`src/rtl/blit_addr_pkg.sv`:
```
// Shared definitions for the blitter address-step unit: command op codes,
// B-operand select codes and the step FSM state encoding.
package blit_addr_pkg;

    // Command op codes carried on cmd_op
    typedef enum logic [1:0] {
        OP_LOAD_PTR  = 2'd0,
        OP_LOAD_STEP = 2'd1,
        OP_LOAD_FRAC = 2'd2,
        OP_ADD       = 2'd3
    } op_e;

    // B-operand select codes carried on cmd_bsel
    typedef enum logic [1:0] {
        BSEL_SELF = 2'd0,
        BSEL_SRC  = 2'd1,
        BSEL_FRAC = 2'd2,
        BSEL_STEP = 2'd3
    } bsel_e;

    // Address-step FSM: accept, operand select, add, present result
    typedef enum logic [1:0] {
        ST_IDLE = 2'd0,
        ST_SEL  = 2'd1,
        ST_ADD  = 2'd2,
        ST_OUT  = 2'd3
    } state_e;

    // Everything except ADD is a register load that completes in IDLE
    function automatic logic is_load(input logic [1:0] op);
        return op != OP_ADD;
    endfunction

endpackage

```
`src/rtl/blit_addb_sel.sv`:
```
// B-operand selector for the address-step unit. Purely combinational:
// picks the X/Y operand from the pointer, fraction or step register banks
// of the addressed channel (or another pointer channel for BSEL_SRC).
module blit_addb_sel
    import blit_addr_pkg::*;
#(
    parameter int W    = 16,
    parameter int NPTR = 2,
    localparam int PTR_W = $clog2(NPTR)
) (
    input  logic [NPTR*W-1:0] ptr_x_flat,
    input  logic [NPTR*W-1:0] ptr_y_flat,
    input  logic [NPTR*W-1:0] frac_x_flat,
    input  logic [NPTR*W-1:0] frac_y_flat,
    input  logic [NPTR*W-1:0] step_x_flat,
    input  logic [NPTR*W-1:0] step_y_flat,
    input  logic [PTR_W-1:0]  sel_ptr,
    input  logic [PTR_W-1:0]  sel_src,
    input  logic [1:0]        sel_bsel,
    output logic [W-1:0]      b_x,
    output logic [W-1:0]      b_y
);

    logic [W-1:0] ptr_x  [NPTR];
    logic [W-1:0] ptr_y  [NPTR];
    logic [W-1:0] frac_x [NPTR];
    logic [W-1:0] frac_y [NPTR];
    logic [W-1:0] step_x [NPTR];
    logic [W-1:0] step_y [NPTR];

    genvar gi;
    generate
        for (gi = 0; gi < NPTR; gi++) begin : g_unpack
            assign ptr_x[gi]  = ptr_x_flat[gi*W +: W];
            assign ptr_y[gi]  = ptr_y_flat[gi*W +: W];
            assign frac_x[gi] = frac_x_flat[gi*W +: W];
            assign frac_y[gi] = frac_y_flat[gi*W +: W];
            assign step_x[gi] = step_x_flat[gi*W +: W];
            assign step_y[gi] = step_y_flat[gi*W +: W];
        end
    endgenerate

    // Operand mux; BSEL_SRC with src==ptr naturally degenerates to BSEL_SELF
    always_comb begin
        b_x = ptr_x[sel_ptr];
        b_y = ptr_y[sel_ptr];
        case (bsel_e'(sel_bsel))
            BSEL_SELF: begin
                b_x = ptr_x[sel_ptr];
                b_y = ptr_y[sel_ptr];
            end
            BSEL_SRC: begin
                b_x = ptr_x[sel_src];
                b_y = ptr_y[sel_src];
            end
            BSEL_FRAC: begin
                b_x = frac_x[sel_ptr];
                b_y = frac_y[sel_ptr];
            end
            BSEL_STEP: begin
                b_x = step_x[sel_ptr];
                b_y = step_y[sel_ptr];
            end
            default: begin
                b_x = ptr_x[sel_ptr];
                b_y = ptr_y[sel_ptr];
            end
        endcase
    end

endmodule

```
`src/rtl/blit_addr_step.sv`:
```
// Blitter address-step unit. Holds NPTR pointer channels (pointer, fraction
// and step registers, X and Y each), executes LOAD_* commands in one cycle
// and ADD commands through a SEL -> ADD -> OUT pipeline, presenting the sum
// on a valid/ready output with optional writeback to the pointer.
// Optional build macro BLIT_ADDR_CLIP_EN enables the clip-window flag.
module blit_addr_step
    import blit_addr_pkg::*;
#(
    parameter int W    = 16,
    parameter int NPTR = 2,
    localparam int PTR_W = $clog2(NPTR)
) (
    input  logic             sys_clk,
    input  logic             reset,
    input  logic             cmd_valid,
    output logic             cmd_ready,
    input  logic [1:0]       cmd_op,
    input  logic [PTR_W-1:0] cmd_ptr,
    input  logic [PTR_W-1:0] cmd_src,
    input  logic [1:0]       cmd_bsel,
    input  logic             cmd_wb,
    input  logic [W-1:0]     cmd_x,
    input  logic [W-1:0]     cmd_y,
    input  logic [W-1:0]     clip_w,
    input  logic [W-1:0]     clip_h,
    output logic             out_valid,
    input  logic             out_ready,
    output logic [W-1:0]     out_x,
    output logic [W-1:0]     out_y,
    output logic [PTR_W-1:0] out_ptr,
    output logic             out_cx,
    output logic             out_cy,
    output logic             out_clip
);

    state_e state_q, state_d;

    // Captured ADD command
    logic [PTR_W-1:0] cap_ptr_q, cap_ptr_d;
    logic [PTR_W-1:0] cap_src_q, cap_src_d;
    logic [1:0]       cap_bsel_q, cap_bsel_d;
    logic             cap_wb_q, cap_wb_d;

    // Operands registered in SEL
    logic [W-1:0] a_x_q, a_x_d, a_y_q, a_y_d;
    logic [W-1:0] b_x_q, b_x_d, b_y_q, b_y_d;

    // Result registers
    logic             out_valid_q, out_valid_d;
    logic [W-1:0]     out_x_q, out_x_d, out_y_q, out_y_d;
    logic [PTR_W-1:0] out_ptr_q, out_ptr_d;
    logic             out_cx_q, out_cx_d, out_cy_q, out_cy_d;
    logic             out_clip_q, out_clip_d;

    // Per-channel register banks
    logic [W-1:0] ptr_x_q  [NPTR], ptr_x_d  [NPTR];
    logic [W-1:0] ptr_y_q  [NPTR], ptr_y_d  [NPTR];
    logic [W-1:0] frac_x_q [NPTR], frac_x_d [NPTR];
    logic [W-1:0] frac_y_q [NPTR], frac_y_d [NPTR];
    logic [W-1:0] step_x_q [NPTR], step_x_d [NPTR];
    logic [W-1:0] step_y_q [NPTR], step_y_d [NPTR];

    logic [NPTR*W-1:0] ptr_x_flat, ptr_y_flat;
    logic [NPTR*W-1:0] frac_x_flat, frac_y_flat;
    logic [NPTR*W-1:0] step_x_flat, step_y_flat;

    logic [W-1:0] sel_b_x, sel_b_y;
    logic [W:0]   sum_x, sum_y;
    logic         clip_calc;
    logic         cmd_fire;

    assign cmd_ready = (state_q == ST_IDLE) & ~reset;
    assign cmd_fire  = cmd_valid & cmd_ready;

    assign out_valid = out_valid_q;
    assign out_x     = out_x_q;
    assign out_y     = out_y_q;
    assign out_ptr   = out_ptr_q;
    assign out_cx    = out_cx_q;
    assign out_cy    = out_cy_q;
    assign out_clip  = out_clip_q;

    genvar gi;
    generate
        for (gi = 0; gi < NPTR; gi++) begin : g_flat
            assign ptr_x_flat[gi*W +: W]  = ptr_x_q[gi];
            assign ptr_y_flat[gi*W +: W]  = ptr_y_q[gi];
            assign frac_x_flat[gi*W +: W] = frac_x_q[gi];
            assign frac_y_flat[gi*W +: W] = frac_y_q[gi];
            assign step_x_flat[gi*W +: W] = step_x_q[gi];
            assign step_y_flat[gi*W +: W] = step_y_q[gi];
        end
    endgenerate

    blit_addb_sel #(
        .W    (W),
        .NPTR (NPTR)
    ) u_addb_sel (
        .ptr_x_flat  (ptr_x_flat),
        .ptr_y_flat  (ptr_y_flat),
        .frac_x_flat (frac_x_flat),
        .frac_y_flat (frac_y_flat),
        .step_x_flat (step_x_flat),
        .step_y_flat (step_y_flat),
        .sel_ptr     (cap_ptr_q),
        .sel_src     (cap_src_q),
        .sel_bsel    (cap_bsel_q),
        .b_x         (sel_b_x),
        .b_y         (sel_b_y)
    );

    // Full-width adds; the top bit is the carry-out, the sum wraps mod 2^W
    assign sum_x = {1'b0, a_x_q} + {1'b0, b_x_q};
    assign sum_y = {1'b0, a_y_q} + {1'b0, b_y_q};

`ifdef BLIT_ADDR_CLIP_EN
    // Negative coordinates (MSB set) are always outside; otherwise compare unsigned
    assign clip_calc = sum_x[W-1] | sum_y[W-1] |
                       (sum_x[W-1:0] >= clip_w) | (sum_y[W-1:0] >= clip_h);
`else
    logic unused_clip;
    assign unused_clip = ^{clip_w, clip_h};
    assign clip_calc   = 1'b0;
`endif

    // Next-state, command capture, operand select, result and register-bank updates
    always_comb begin
        state_d     = state_q;
        cap_ptr_d   = cap_ptr_q;
        cap_src_d   = cap_src_q;
        cap_bsel_d  = cap_bsel_q;
        cap_wb_d    = cap_wb_q;
        a_x_d       = a_x_q;
        a_y_d       = a_y_q;
        b_x_d       = b_x_q;
        b_y_d       = b_y_q;
        out_valid_d = out_valid_q;
        out_x_d     = out_x_q;
        out_y_d     = out_y_q;
        out_ptr_d   = out_ptr_q;
        out_cx_d    = out_cx_q;
        out_cy_d    = out_cy_q;
        out_clip_d  = out_clip_q;
        ptr_x_d     = ptr_x_q;
        ptr_y_d     = ptr_y_q;
        frac_x_d    = frac_x_q;
        frac_y_d    = frac_y_q;
        step_x_d    = step_x_q;
        step_y_d    = step_y_q;

        case (state_q)
            ST_IDLE: begin
                if (cmd_fire) begin
                    if (is_load(cmd_op)) begin
                        case (op_e'(cmd_op))
                            OP_LOAD_PTR: begin
                                ptr_x_d[cmd_ptr] = cmd_x;
                                ptr_y_d[cmd_ptr] = cmd_y;
                            end
                            OP_LOAD_STEP: begin
                                step_x_d[cmd_ptr] = cmd_x;
                                step_y_d[cmd_ptr] = cmd_y;
                            end
                            OP_LOAD_FRAC: begin
                                frac_x_d[cmd_ptr] = cmd_x;
                                frac_y_d[cmd_ptr] = cmd_y;
                            end
                            default: begin
                                ptr_x_d[cmd_ptr] = ptr_x_q[cmd_ptr];
                            end
                        endcase
                    end else begin
                        cap_ptr_d  = cmd_ptr;
                        cap_src_d  = cmd_src;
                        cap_bsel_d = cmd_bsel;
                        cap_wb_d   = cmd_wb;
                        state_d    = ST_SEL;
                    end
                end
            end
            ST_SEL: begin
                a_x_d   = ptr_x_q[cap_ptr_q];
                a_y_d   = ptr_y_q[cap_ptr_q];
                b_x_d   = sel_b_x;
                b_y_d   = sel_b_y;
                state_d = ST_ADD;
            end
            ST_ADD: begin
                out_valid_d = 1'b1;
                out_x_d     = sum_x[W-1:0];
                out_y_d     = sum_y[W-1:0];
                out_ptr_d   = cap_ptr_q;
                out_cx_d    = sum_x[W];
                out_cy_d    = sum_y[W];
                out_clip_d  = clip_calc;
                if (cap_wb_q) begin
                    ptr_x_d[cap_ptr_q] = sum_x[W-1:0];
                    ptr_y_d[cap_ptr_q] = sum_y[W-1:0];
                end
                state_d = ST_OUT;
            end
            ST_OUT: begin
                if (out_ready) begin
                    out_valid_d = 1'b0;
                    state_d     = ST_IDLE;
                end
            end
            default: begin
                state_d = ST_IDLE;
            end
        endcase
    end

    // State and datapath registers; reset clears banks and outputs, dropping any in-flight ADD
    always_ff @(posedge sys_clk) begin
        if (reset) begin
            state_q     <= ST_IDLE;
            cap_ptr_q   <= '0;
            cap_src_q   <= '0;
            cap_bsel_q  <= '0;
            cap_wb_q    <= 1'b0;
            a_x_q       <= '0;
            a_y_q       <= '0;
            b_x_q       <= '0;
            b_y_q       <= '0;
            out_valid_q <= 1'b0;
            out_x_q     <= '0;
            out_y_q     <= '0;
            out_ptr_q   <= '0;
            out_cx_q    <= 1'b0;
            out_cy_q    <= 1'b0;
            out_clip_q  <= 1'b0;
            for (int i = 0; i < NPTR; i++) begin
                ptr_x_q[i]  <= '0;
                ptr_y_q[i]  <= '0;
                frac_x_q[i] <= '0;
                frac_y_q[i] <= '0;
                step_x_q[i] <= '0;
                step_y_q[i] <= '0;
            end
        end else begin
            state_q     <= state_d;
            cap_ptr_q   <= cap_ptr_d;
            cap_src_q   <= cap_src_d;
            cap_bsel_q  <= cap_bsel_d;
            cap_wb_q    <= cap_wb_d;
            a_x_q       <= a_x_d;
            a_y_q       <= a_y_d;
            b_x_q       <= b_x_d;
            b_y_q       <= b_y_d;
            out_valid_q <= out_valid_d;
            out_x_q     <= out_x_d;
            out_y_q     <= out_y_d;
            out_ptr_q   <= out_ptr_d;
            out_cx_q    <= out_cx_d;
            out_cy_q    <= out_cy_d;
            out_clip_q  <= out_clip_d;
            ptr_x_q     <= ptr_x_d;
            ptr_y_q     <= ptr_y_d;
            frac_x_q    <= frac_x_d;
            frac_y_q    <= frac_y_d;
            step_x_q    <= step_x_d;
            step_y_q    <= step_y_d;
        end
    end

endmodule
```
`config.mk`:
```
export PLATFORM = sky130hd
export DESIGN_NAME = blit_addr_step
export DESIGN_NICKNAME = d
export VERILOG_FILES = /design/src/rtl/blit_addr_pkg.sv /design/src/rtl/blit_addb_sel.sv /design/src/rtl/blit_addr_step.sv
export SDC_FILE = /design/constraint.sdc
export NUM_CORES = 1
export LEC_CHECK = 0
export ABC_AREA = 1
export BUFFER_PORTS_ARGS = -buffer_cell sky130_fd_sc_hd__buf_2
export CORE_ASPECT_RATIO = 1.1
export CORE_MARGIN = 2
export CORE_UTILIZATION = 35
export DETAILED_ROUTE_END_ITERATION = 8
export PLACE_DENSITY_LB_ADDON = 0.12
export SETUP_SLACK_MARGIN = 0.5
export SYNTH_ARGS = -nofsm -noshare
export SYNTH_HDL_FRONTEND = slang
export SYNTH_HIERARCHICAL = 1
export SYNTH_SLANG_ARGS = --single-unit
```
`constraint.sdc`:
```
create_clock -name sys_clk -period 6 [get_ports sys_clk]
set_clock_uncertainty 0.1 [all_clocks]
set_input_delay 0.3 -clock sys_clk [delete_from_list [all_inputs] [get_ports sys_clk]]
set_output_delay 0.3 -clock sys_clk [all_outputs]
set_load 0.01 [all_outputs]
```
# --- Word-level counts from Yosys, hierarchy flattened ---
# Cells that the tools add are included.
totals:
  register_bits: 299
  wordCells: 130
op_classes:
  add_sub_neg: 2
  magnitude_cmp: 5
  n_eq_ne: 16
  muxes: 58
  bitwise_logic: 7
  reduce_logical: 15
ops:
  columns: ["op", "count"]
  rows:
  - ["2-to-1 mux 16 bit", 29]
  - ["bitwise mux 32 bit", 9]
  - ["2-to-1 mux 32 bit", 7]
  - ["one-hot mux 32 bit (2 select lines)", 3]
  - ["one-hot mux 16 bit (4 select lines)", 2]
  - ["adder 16 x 16 -> 17 bit", 2]
  - ["demux 16 bit (select 1 bit)", 2]
  - ["inequality test 2 bit, second input constant", 6]
  - ["equality test 2 bit, second input constant", 5]
  - ["AND reduction 5 bit", 2]
  - ["one-hot mux 2 bit (4 select lines)", 1]
  - ["AND reduction 4 bit", 2]
  - ["equality test 2 x 1 -> 1 bit, second input constant", 3]
  - ["greater-or-equal comparator 2 bit, second input constant", 3]
  - ["logical NOT 2 bit", 3]
  - ["2-to-1 mux 2 bit", 3]
  - ["NOT 1 -> 2 bit", 3]
  - ["AND reduction 3 bit", 2]
  - ["< comparator 2 x 1 -> 1 bit, second input constant", 2]
  - ["inequality test 2 x 1 -> 1 bit, second input constant", 2]
  - ["nonzero test 2 bit", 2]
  - ["bitwise AND 1 bit", 2]
  - ["logical AND 1 bit", 2]
  - ["NOT 1 bit", 2]
  - ["other kinds (4)", 4]

# --- Depth between registers and ports, before layout ---
# Gate-level depths: netlist (run 1).
logic_depth:
  ltp_word: 10
  mapped_depth: 12

# --- Hierarchy ---
# Netlist (run 1), hierarchy kept.
by_module_without_submodules:
  columns: ["mod", "instances", "cells_each", "area_per_inst_um2"]
  rows:
  - ["blit_addr_step", 1, 1931, 13553.0]
  - ["blit_addb_sel", 1, 592, 2523.7]

# --- Worst setup path before layout (run 1) ---
# Ideal clock, no wire load.
synth_timing:
  kind: "reg-to-reg"
  from: "reg state_q[0]"
  to: "reg ptr_y_q, in the netlist ptr_y_flat[13]"
  arrival_time_ps: 1678
  path_slack_ps: 4103
  stages_incl_launch_ff: 13
  synth_period_minus_slack_ps: 1897
  path_cell_list: "dfxtp_1 -> inv_1 -> ha_1 -> buf_4 -> nand2_1 -> inv_1 -> nor2_4 -> inv_2 -> nor2_4 -> inv_2 -> buf_6 -> a21oi_1 -> a21oi_1"
synth_between:
  elab_chain_len: 5
  elab_cells_between_ends: 11
  cone_classes: "5 x eq/ne; 1 x mux; 2 x bitwise; 3 x reduce/logical"
synth_lines:
  columns: ["item", "line", "rtl"]
  rows:
  - ["start, declared", "blit_addr_step.sv:36", "state_e state_q, state_d;"]
  - ["start signal, assigned", "blit_addr_step.sv:242", "state_q <= state_d;"]
  - ["logical NOT 2 bit", "blit_addr_step.sv:72, blit_addr_step.sv:151", null]
  - ["bitwise AND 1 bit", "blit_addr_step.sv:72", "assign cmd_ready = (state_q == ST_IDLE) & ~reset;"]
  - ["bitwise AND 1 bit", "blit_addr_step.sv:73", "assign cmd_fire = cmd_valid & cmd_ready;"]
  - ["inequality test 2 bit (no line)", null, null]
  - ["AND reduction 5 bit (no line)", null, null]
  - ["end signal, assigned", "blit_addr_step.sv:259", "ptr_y_q <= ptr_y_d;"]
  - ["end, declared", "blit_addr_step.sv:57", "logic [W-1:0] ptr_y_q [NPTR], ptr_y_d [NPTR];"]
# Several ways; a longest one is shown, not always the timed one.
# A chain may end at the register's enable or synchronous reset.

# --- Worst setup path after layout (run 1) ---
layout_timing:
  from: "reg state_q[0]"
  to: "reg ptr_y_q, in the netlist ptr_y_flat[3]"
# Same word-level chain as after synthesis.

==> load_flow_metrics.sql, run 1 <==
INSERT INTO impl_metrics (metric_group, metric, value, unit) VALUES
('global_routing', 'gr-usage-all-layers', '21.9', '%'),
('logic_synthesis', 'synth_flop_cell', 'sky130_fd_sc_hd__dfxtp_1', ''),
('routing', 'route.detailed.drc', '0', ''),
('floorplanning', 'floorplan.core_area', '45500', 'µm²'),
('cts', 'max-clock-path-buffers', '3', ''),
('floorplanning', 'floorplan.die.height', '229', 'µm'),
('logic_synthesis', 'synth_top_area_share', '37.2', '%'),
('setup_path', 'crit_family', 'simple AND/OR/NAND/NOR gates', ''),
('logic_synthesis', 'netlist-cell-type-count', '38', ''),
('logic_synthesis', 'syn_inst', '2523', ''),
('placed_design', 'port-buffer-count', '79', ''),
('logic_synthesis', 'synth_common_cells', 'sky130_fd_sc_hd__nand2_1, sky130_fd_sc_hd__nor2_1, sky130_fd_sc_hd__dfxtp_1', ''),
('cts', 'cts-hold-fix-buffers', '10', ''),
('logic_synthesis', 'synth_enable_flop_cells', '0', ''),
('global_routing', 'first_global_vias', '14700', ''),
('setup_path', 'worstPathRequired', '6.31', 'ns'),
('cts', 'clock_tree.htree_level_count', '2', ''),
('power', 'finalPower', '7.27', 'mW'),
('finish', 'layout.core_utilization', '39.6', '%'),
('global_routing', 'grt-ovfl-total', '0', ''),
('cts', 'clkTransAtPathRegs', '0.06', 'ns'),
('timing', 'tns', '0', 'ns'),
('logic_synthesis', 'postSynthRegisterBits', '299', ''),
('power', 'irDropWorstVdd', '0.167', 'mV'),
('floorplanning', 'die-area', '47700', 'µm²'),
('timing', 'period_share', '59.7', '%'),
('setup_path', 'crit_path_end_kind', 'flop', ''),
('logic_synthesis', 'postSynth.asyncResetShare', '0', '%'),
('cts', 'root_buffer', 'sky130_fd_sc_hd__clkbuf_16', ''),
('floorplanning', 'die_width', '208', 'µm'),
('routing', 'route.detailed.vias_per_inst', '5.03', ''),
('logic_synthesis', 'yosys_warnings', '6', ''),
('global_routing', 'grt_first_pass_wirelength', '84.1', 'mm'),
('flow_run', 'maxCapViolCount', '0', ''),
('timing', 'period_minus_slack', '3.58', 'ns'),
('routing', 'first_iter_violations', '1345', ''),
('setup_path', 'critical_path.slowest_cell', 'sky130_fd_sc_hd__ha_2', ''),
('global_routing', 'grt_antenna_before_repair', '1', ''),
('finish', 'multi_input_comb_area', '8570', 'µm²'),
('logic_synthesis', 'syn_nets', '2640', ''),
('routing', 'drt_pass1_iterations', '6', ''),
('timing', 'timing.final.hold_violations', '0', ''),
('setup_path', 'path_buf_inv', '3', ''),
('finish', 'area_growth', '12.0', '%'),
('logic_synthesis', 'synth.avg_cell_area', '6.37', 'µm²'),
('logic_synthesis', 'yosysMostFrequentCell', 'sky130_fd_sc_hd__nand2_1', ''),
('routing', 'vias', '15700', ''),
('timing', 'drv_slew', '0', ''),
('floorplanning', 'floorplan.initialDensity', '35.4', '%'),
('logic_synthesis', 'syn-cell-area', '16100', 'µm²'),
('floorplanning', 'top_level_ports', '113', ''),
('global_routing', 'grt_max_degree', '101', ''),
('routing', 'route.antenna.remaining_nets', '0', ''),
('cts', 'cts_repair_resize_count', '0', ''),
('timing', 'maxClockFrequency', '279', 'MHz'),
('timing', 'tightestPinTransition', '1.18', 'ns'),
('finish', 'antenna_cells', '0', ''),
('routing', 'drt-wirelength-per-cell', '16.9', 'µm'),
('finish', 'nFillCells', '4887', ''),
('timing', 'relSlewSlack', '21.1', '%'),
('logic_synthesis', 'synth_area_leader_cell', 'sky130_fd_sc_hd__dfxtp_1', ''),
('hold_path', 'worstHoldPathType', 'primary input to flop', ''),
('cts', 'clk_latency', '0.54', 'ns'),
('floorplanning', 'num_rows', '82', ''),
('placed_design', 'finalWeightedCongestion', '0.804', ''),
('power', 'power.density', '404', 'nW/µm²'),
('cts', 'cts_inserted_buffers', '36', ''),
('setup_path', 'path_cells', 'inv_1 > ha_2 > inv_2 > nand2_1 > and3_1 > nand2_2 > nor2_4 > inv_2 > a21oi_1 > a21oi_1', ''),
('status', 'outcome', 'complete, no violations', ''),
('finish', 'num-nets-final', '2634', ''),
('setup_path', 'setup.worst_path.class', 'flop to flop', '');
## per-stage QoR
step                cells  hold slack, ns  instance area [µm²]  worst slack, ns
CTS                  3130        0.000541                18000             2.38
detailed placement   3057           0.353                16700             2.25
global route         3130          0.0268                18000             2.09
floorplan            2523           0.320                16100             4.10
global placement     3057           0.350                16700             2.33
finish               3130          0.0306                18000             2.42
## cell usage in the layout (no fill, tap or decap), types with 5 or more instances in the layout
master,Yosys,final
sky130_fd_sc_hd__a21oi_1,185,185
sky130_fd_sc_hd__buf_2,38,79
sky130_fd_sc_hd__buf_4,14,20
sky130_fd_sc_hd__clkbuf_1,84,5
sky130_fd_sc_hd__clkbuf_16,0,38
sky130_fd_sc_hd__clkbuf_8,0,11
sky130_fd_sc_hd__clkinv_1,6,5
sky130_fd_sc_hd__dfxtp_1,299,298
sky130_fd_sc_hd__dlygate4sd3_1,0,10
sky130_fd_sc_hd__ha_1,40,38
sky130_fd_sc_hd__inv_1,205,204
sky130_fd_sc_hd__inv_2,10,11
sky130_fd_sc_hd__nand2_1,649,649
sky130_fd_sc_hd__nand3_1,151,151
sky130_fd_sc_hd__nand4_1,38,38
sky130_fd_sc_hd__nor2_1,433,432
sky130_fd_sc_hd__nor2_4,7,7
sky130_fd_sc_hd__nor3_1,6,6
sky130_fd_sc_hd__o211ai_1,32,32
sky130_fd_sc_hd__o21ai_0,231,231
sky130_fd_sc_hd__o21ai_1,5,5
sky130_fd_sc_hd__o22ai_1,6,6
sky130_fd_sc_hd__or2_1,12,12
sky130_fd_sc_hd__or2_2,21,21
sky130_fd_sc_hd__xor2_1,10,10
## routing by layer
layer  track usage, %  wire (µm)
met1             34.0      27500
met2             31.0      20900
met3             4.40       3740
met4             4.07        671
met5                0         11
## path summary, 6_finish.rpt
| check | startpoint | endpoint | slack, ns | cells past startpoint |
|---|---|---|---|---|
| max reg2reg | state_q[0] | ptr_y_flat[3] | 2.42 | 10 |
| min reg2reg | cap_wb_q | cap_wb_q | 0.36 | 2 |
| max | state_q[0] | ptr_y_flat[3] | 2.42 | 10 |
| min | cmd_y[2] | ptr_y_flat[2] | 0.03 | 3 |
## cell type report
cell class / count / share of cell area (%)
flip-flops and latches: 299 / 33.3
inverters: 221 / 4.63
clock buffers: 54 / 6.23
well taps: 588 / 4.09
multi-input cells: 1850 / 47.6
repair buffers: 109 / 3.59
clock inverters: 9 / 0.598
## where the power goes
| group | total [mW] | internal, mW | switching [mW] |
|---|---|---|---|
| Sequential | 2.58 | 2.34 | 0.245 |
| Clock | 2.27 | 1.38 | 0.897 |
| Combinational | 2.41 | 0.735 | 1.68 |
| Total | 7.27 | 4.45 | 2.82 |
## state kept, by name, indices dropped and copies added, names as in the netlist
name / flops
cap_bsel_q: 2
out_y: 16
cap_wb_q: 1
cap_src_q: 1
out_cx: 1
out_valid: 1
out_cy: 1
a_y_q: 16
step_x_flat: 32
frac_y_flat: 32
b_y_q: 16
cap_ptr_q: 1
a_x_q: 16
ptr_x_flat: 32
b_x_q: 16
out_x: 16
ptr_y_flat: 32
state_q: 2
out_ptr: 1
step_y_flat: 32
frac_x_flat: 32
## cell families after synthesis
kind of cell	after synthesis	share of synthesized area [%]
AOI/OAI and AO/OA	465	15.2
xor gates and xnor gates	14	0.763
adders and majority gates	42	3.36
buffers and inverters	374	9.49
DFF	299	37.2
other	1	0.0233
and+or+nand+nor	1328	33.9
## worst register-to-register path: cells and delay by family, from the launching register on
family          cells  cell delay, ns
simple gates        4            1.01
buf+inv             3            0.95
fa+ha+maj           1            0.80
flops               1            0.33
compound gates      2            0.27
No activity file was read; power rests on OpenSTA's default activity.
==> inputs of run 2 (changes only) <==
- clock period: 6 -> 3.1 ns (I/O delays scaled with it)
==> load_flow_metrics.sql, run 2 (synthesized netlist as in run 1, its figures left out) <==
INSERT INTO impl_metrics (metric_group, metric, value, unit) VALUES
('routing', 'drt_pass1_iterations', '7', ''),
('routing', 'drt-wirelength-per-cell', '16.6', 'µm'),
('timing', 'timing.final.setup_violations', '0', ''),
('hold_path', 'worstHoldPathType', 'primary input to flop', ''),
('timing', 'maxClockFrequency', '426', 'MHz'),
('cts', 'clkTransAtPathRegs', '0.06', 'ns'),
('cts', 'clk_latency', '0.53', 'ns'),
('setup_path', 'worstPathRequired', '3.46', 'ns'),
('cts', 'max-clock-path-buffers', '3', ''),
('timing', 'tns', '0', 'ns'),
('cts', 'numClockSinks', '299', ''),
('floorplanning', 'floorplan.initialDensity', '35.4', '%'),
('finish', 'antenna_cells', '0', ''),
('routing', 'route.detailed.vias_per_inst', '4.98', ''),
('timing', 'timing.final.ws_setup', '0.751', 'ns'),
('routing', 'first_iter_violations', '1226', ''),
('timing', 'timing.final.hold_violations', '0', ''),
('global_routing', 'grt_first_pass_wirelength', '83.3', 'mm'),
('timing', 'drv_slew', '0', ''),
('routing', 'vias', '15800', ''),
('power', 'irDropWorstVdd', '0.423', 'mV'),
('floorplanning', 'num_rows', '82', ''),
('timing', 'relSlewSlack', '48.0', '%'),
('timing', 'tightestPinTransition', '0.780', 'ns'),
('power', 'total_leakage_power', '8.10', 'nW'),
('placed_design', 'port-buffer-count', '79', ''),
('global_routing', 'gr-usage-all-layers', '21.6', '%'),
('finish', 'layout.cells.most_common', 'sky130_fd_sc_hd__nand2_1', ''),
('setup_path', 'critical_path_arrival', '2.71', 'ns'),
('global_routing', 'first_global_vias', '14400', ''),
('power', 'power.density', '758', 'nW/µm²'),
('routing', 'route.antenna.remaining_nets', '0', ''),
('status', 'outcome', 'complete, no violations', ''),
('placed_design', 'hpwl_after_detailed_placement', '36.1', 'mm'),
('floorplanning', 'die_width', '208', 'µm'),
('cts', 'clock_tree.htree_level_count', '2', ''),
('placed_design', 'place_worst_setup_slack', '0.411', 'ns'),
('setup_path', 'crit_path_end_kind', 'flop', ''),
('timing', 'period_share', '75.8', '%'),
('global_routing', 'grt_antenna_before_repair', '1', ''),
('setup_path', 'critPathLaunchType', 'flop', ''),
('cts', 'cts_tree', 'yes', ''),
('placed_design', 'dp.cells', '3072', ''),
('setup_path', 'critical_path.slowest_cell', 'sky130_fd_sc_hd__clkinvlp_4', ''),
('setup_path', 'path_cells', 'inv_1 > ha_1 > inv_2 > nor2_4 > nand2_2 > nor2_1 > nand2_1 > clkinvlp_4 > buf_12 > nor2_1 > nor2_1', ''),
('setup_path', 'critical_path.max_fanout', '20', ''),
('finish', 'mostFrequentLayoutCells', 'sky130_fd_sc_hd__nand2_1, sky130_fd_sc_hd__nor2_1, sky130_fd_sc_hd__dfxtp_1', ''),
('routing', 'route.detailed.drc', '0', ''),
('cts', 'cts_inserted_buffers', '35', ''),
('timing', 'hold-worst-slack', '0.101', 'ns'),
('timing', 'setup_repair_after_global_routing_missed_its_margin', 'no', ''),
('global_routing', 'grt_max_degree', '104', ''),
('setup_path', 'setup.worst_path.class', 'flop to flop', ''),
('routing', 'route.final.wire_length', '52.7', 'mm'),
('floorplanning', 'floorplan.core_area', '45500', 'µm²'),
('power', 'finalPower', '14.0', 'mW'),
('placed_design', 'finalWeightedCongestion', '0.844', ''),
('floorplanning', 'floorplan.die.height', '229', 'µm'),
('floorplanning', 'die-area', '47700', 'µm²'),
('finish', 'ratio_of_cells_with_drive_above_1_in_the_final_layout', '8.78', '%'),
('cts', 'root_buffer', 'sky130_fd_sc_hd__clkbuf_16', ''),
('setup_path', 'crit_path_frequent_cell', 'sky130_fd_sc_hd__nor2_1', ''),
('global_routing', 'grt-ovfl-total', '0', ''),
('flow_run', 'maxCapViolCount', '0', ''),
('finish', 'num-nets-final', '2680', ''),
('setup_path', 'slowest_delay', '0.35', 'ns'),
('finish', 'area_growth', '14.6', '%'),
('finish', 'final-instance-count-excl-fill', '3173', ''),
('floorplanning', 'top_level_ports', '113', ''),
('timing', 'period_minus_slack', '2.35', 'ns');
## run 2: cell types whose count changed in the layout (fill, tap and decap cells not counted), sizes merged
cell	delta
buf	+19
dlygate4sd3	+28
clkinvlp	+3
inv	-2
clkbuf	-5
## run 2: final timing paths
kind	endpoint	startpoint	slack, ns	cells after the start
worst min register to register	out_x[10]	out_x[10]	0.36	2
worst max-delay path	frac_x_flat[31]	state_q[1]	0.75	11
worst max register to register	frac_x_flat[31]	state_q[1]	0.75	11
worst min-delay path	out_valid	reset	0.10	3
## run 2: layout make-up
type                            instances  area [µm²]
Clock buffer                           49        1010
Clock inverter                         10         109
Fill cell                            4830       27000
Inverter                              221         847
Multi-Input combinational cell       1850        8570
Sequential cell                       299        5990
Tap cell                              588         736
Timing Repair Buffer                  156        1160
## run 2: critical path, delay by kind of cell (launching register included)
kind                       cells  cell delay [ns]
and+or+nand+nor                6             0.86
buffers and inverters          4             0.73
adders and majority gates      1             0.24
DFF                            1             0.33
## run 2: where the power goes
| part | total, mW | switching [mW] | internal (mW) |
|---|---|---|---|
| Clock | 4.15 | 1.71 | 2.44 |
| Combinational | 4.81 | 3.27 | 1.54 |
| Sequential | 5.00 | 0.477 | 4.53 |
## run 2: stage by stage
step / area, µm² / util [%]
after floorplan: 16100 / -
after global routing: 18400 / 40.5
final: 18400 / 40.5
after global placement: 16900 / 37.1
after detailed placement: 16900 / 37.1
after CTS: 18400 / 40.4
## run 2: routing by layer
layer / share of wire (%) / GRT usage, % / vias to the layer above
li1: - / - / 8126
met1: 54 / 34.9 / 7149
met2: 39 / 30.1 / 471
met3: 5.3 / 2.50 / 55
met4: 1.5 / 4.56 / 2
met5: 0.013 / 0 / -
## run 2: repair_timing
action                                  4_1_cts  5_1_grt
hold endpoints to repair                    165        0
setup buffers                                 0        4
hold buffers                                 38        0
pin swaps                                     0        2
gates resized for setup                       1        3
endpoints found under the setup margin        3       62
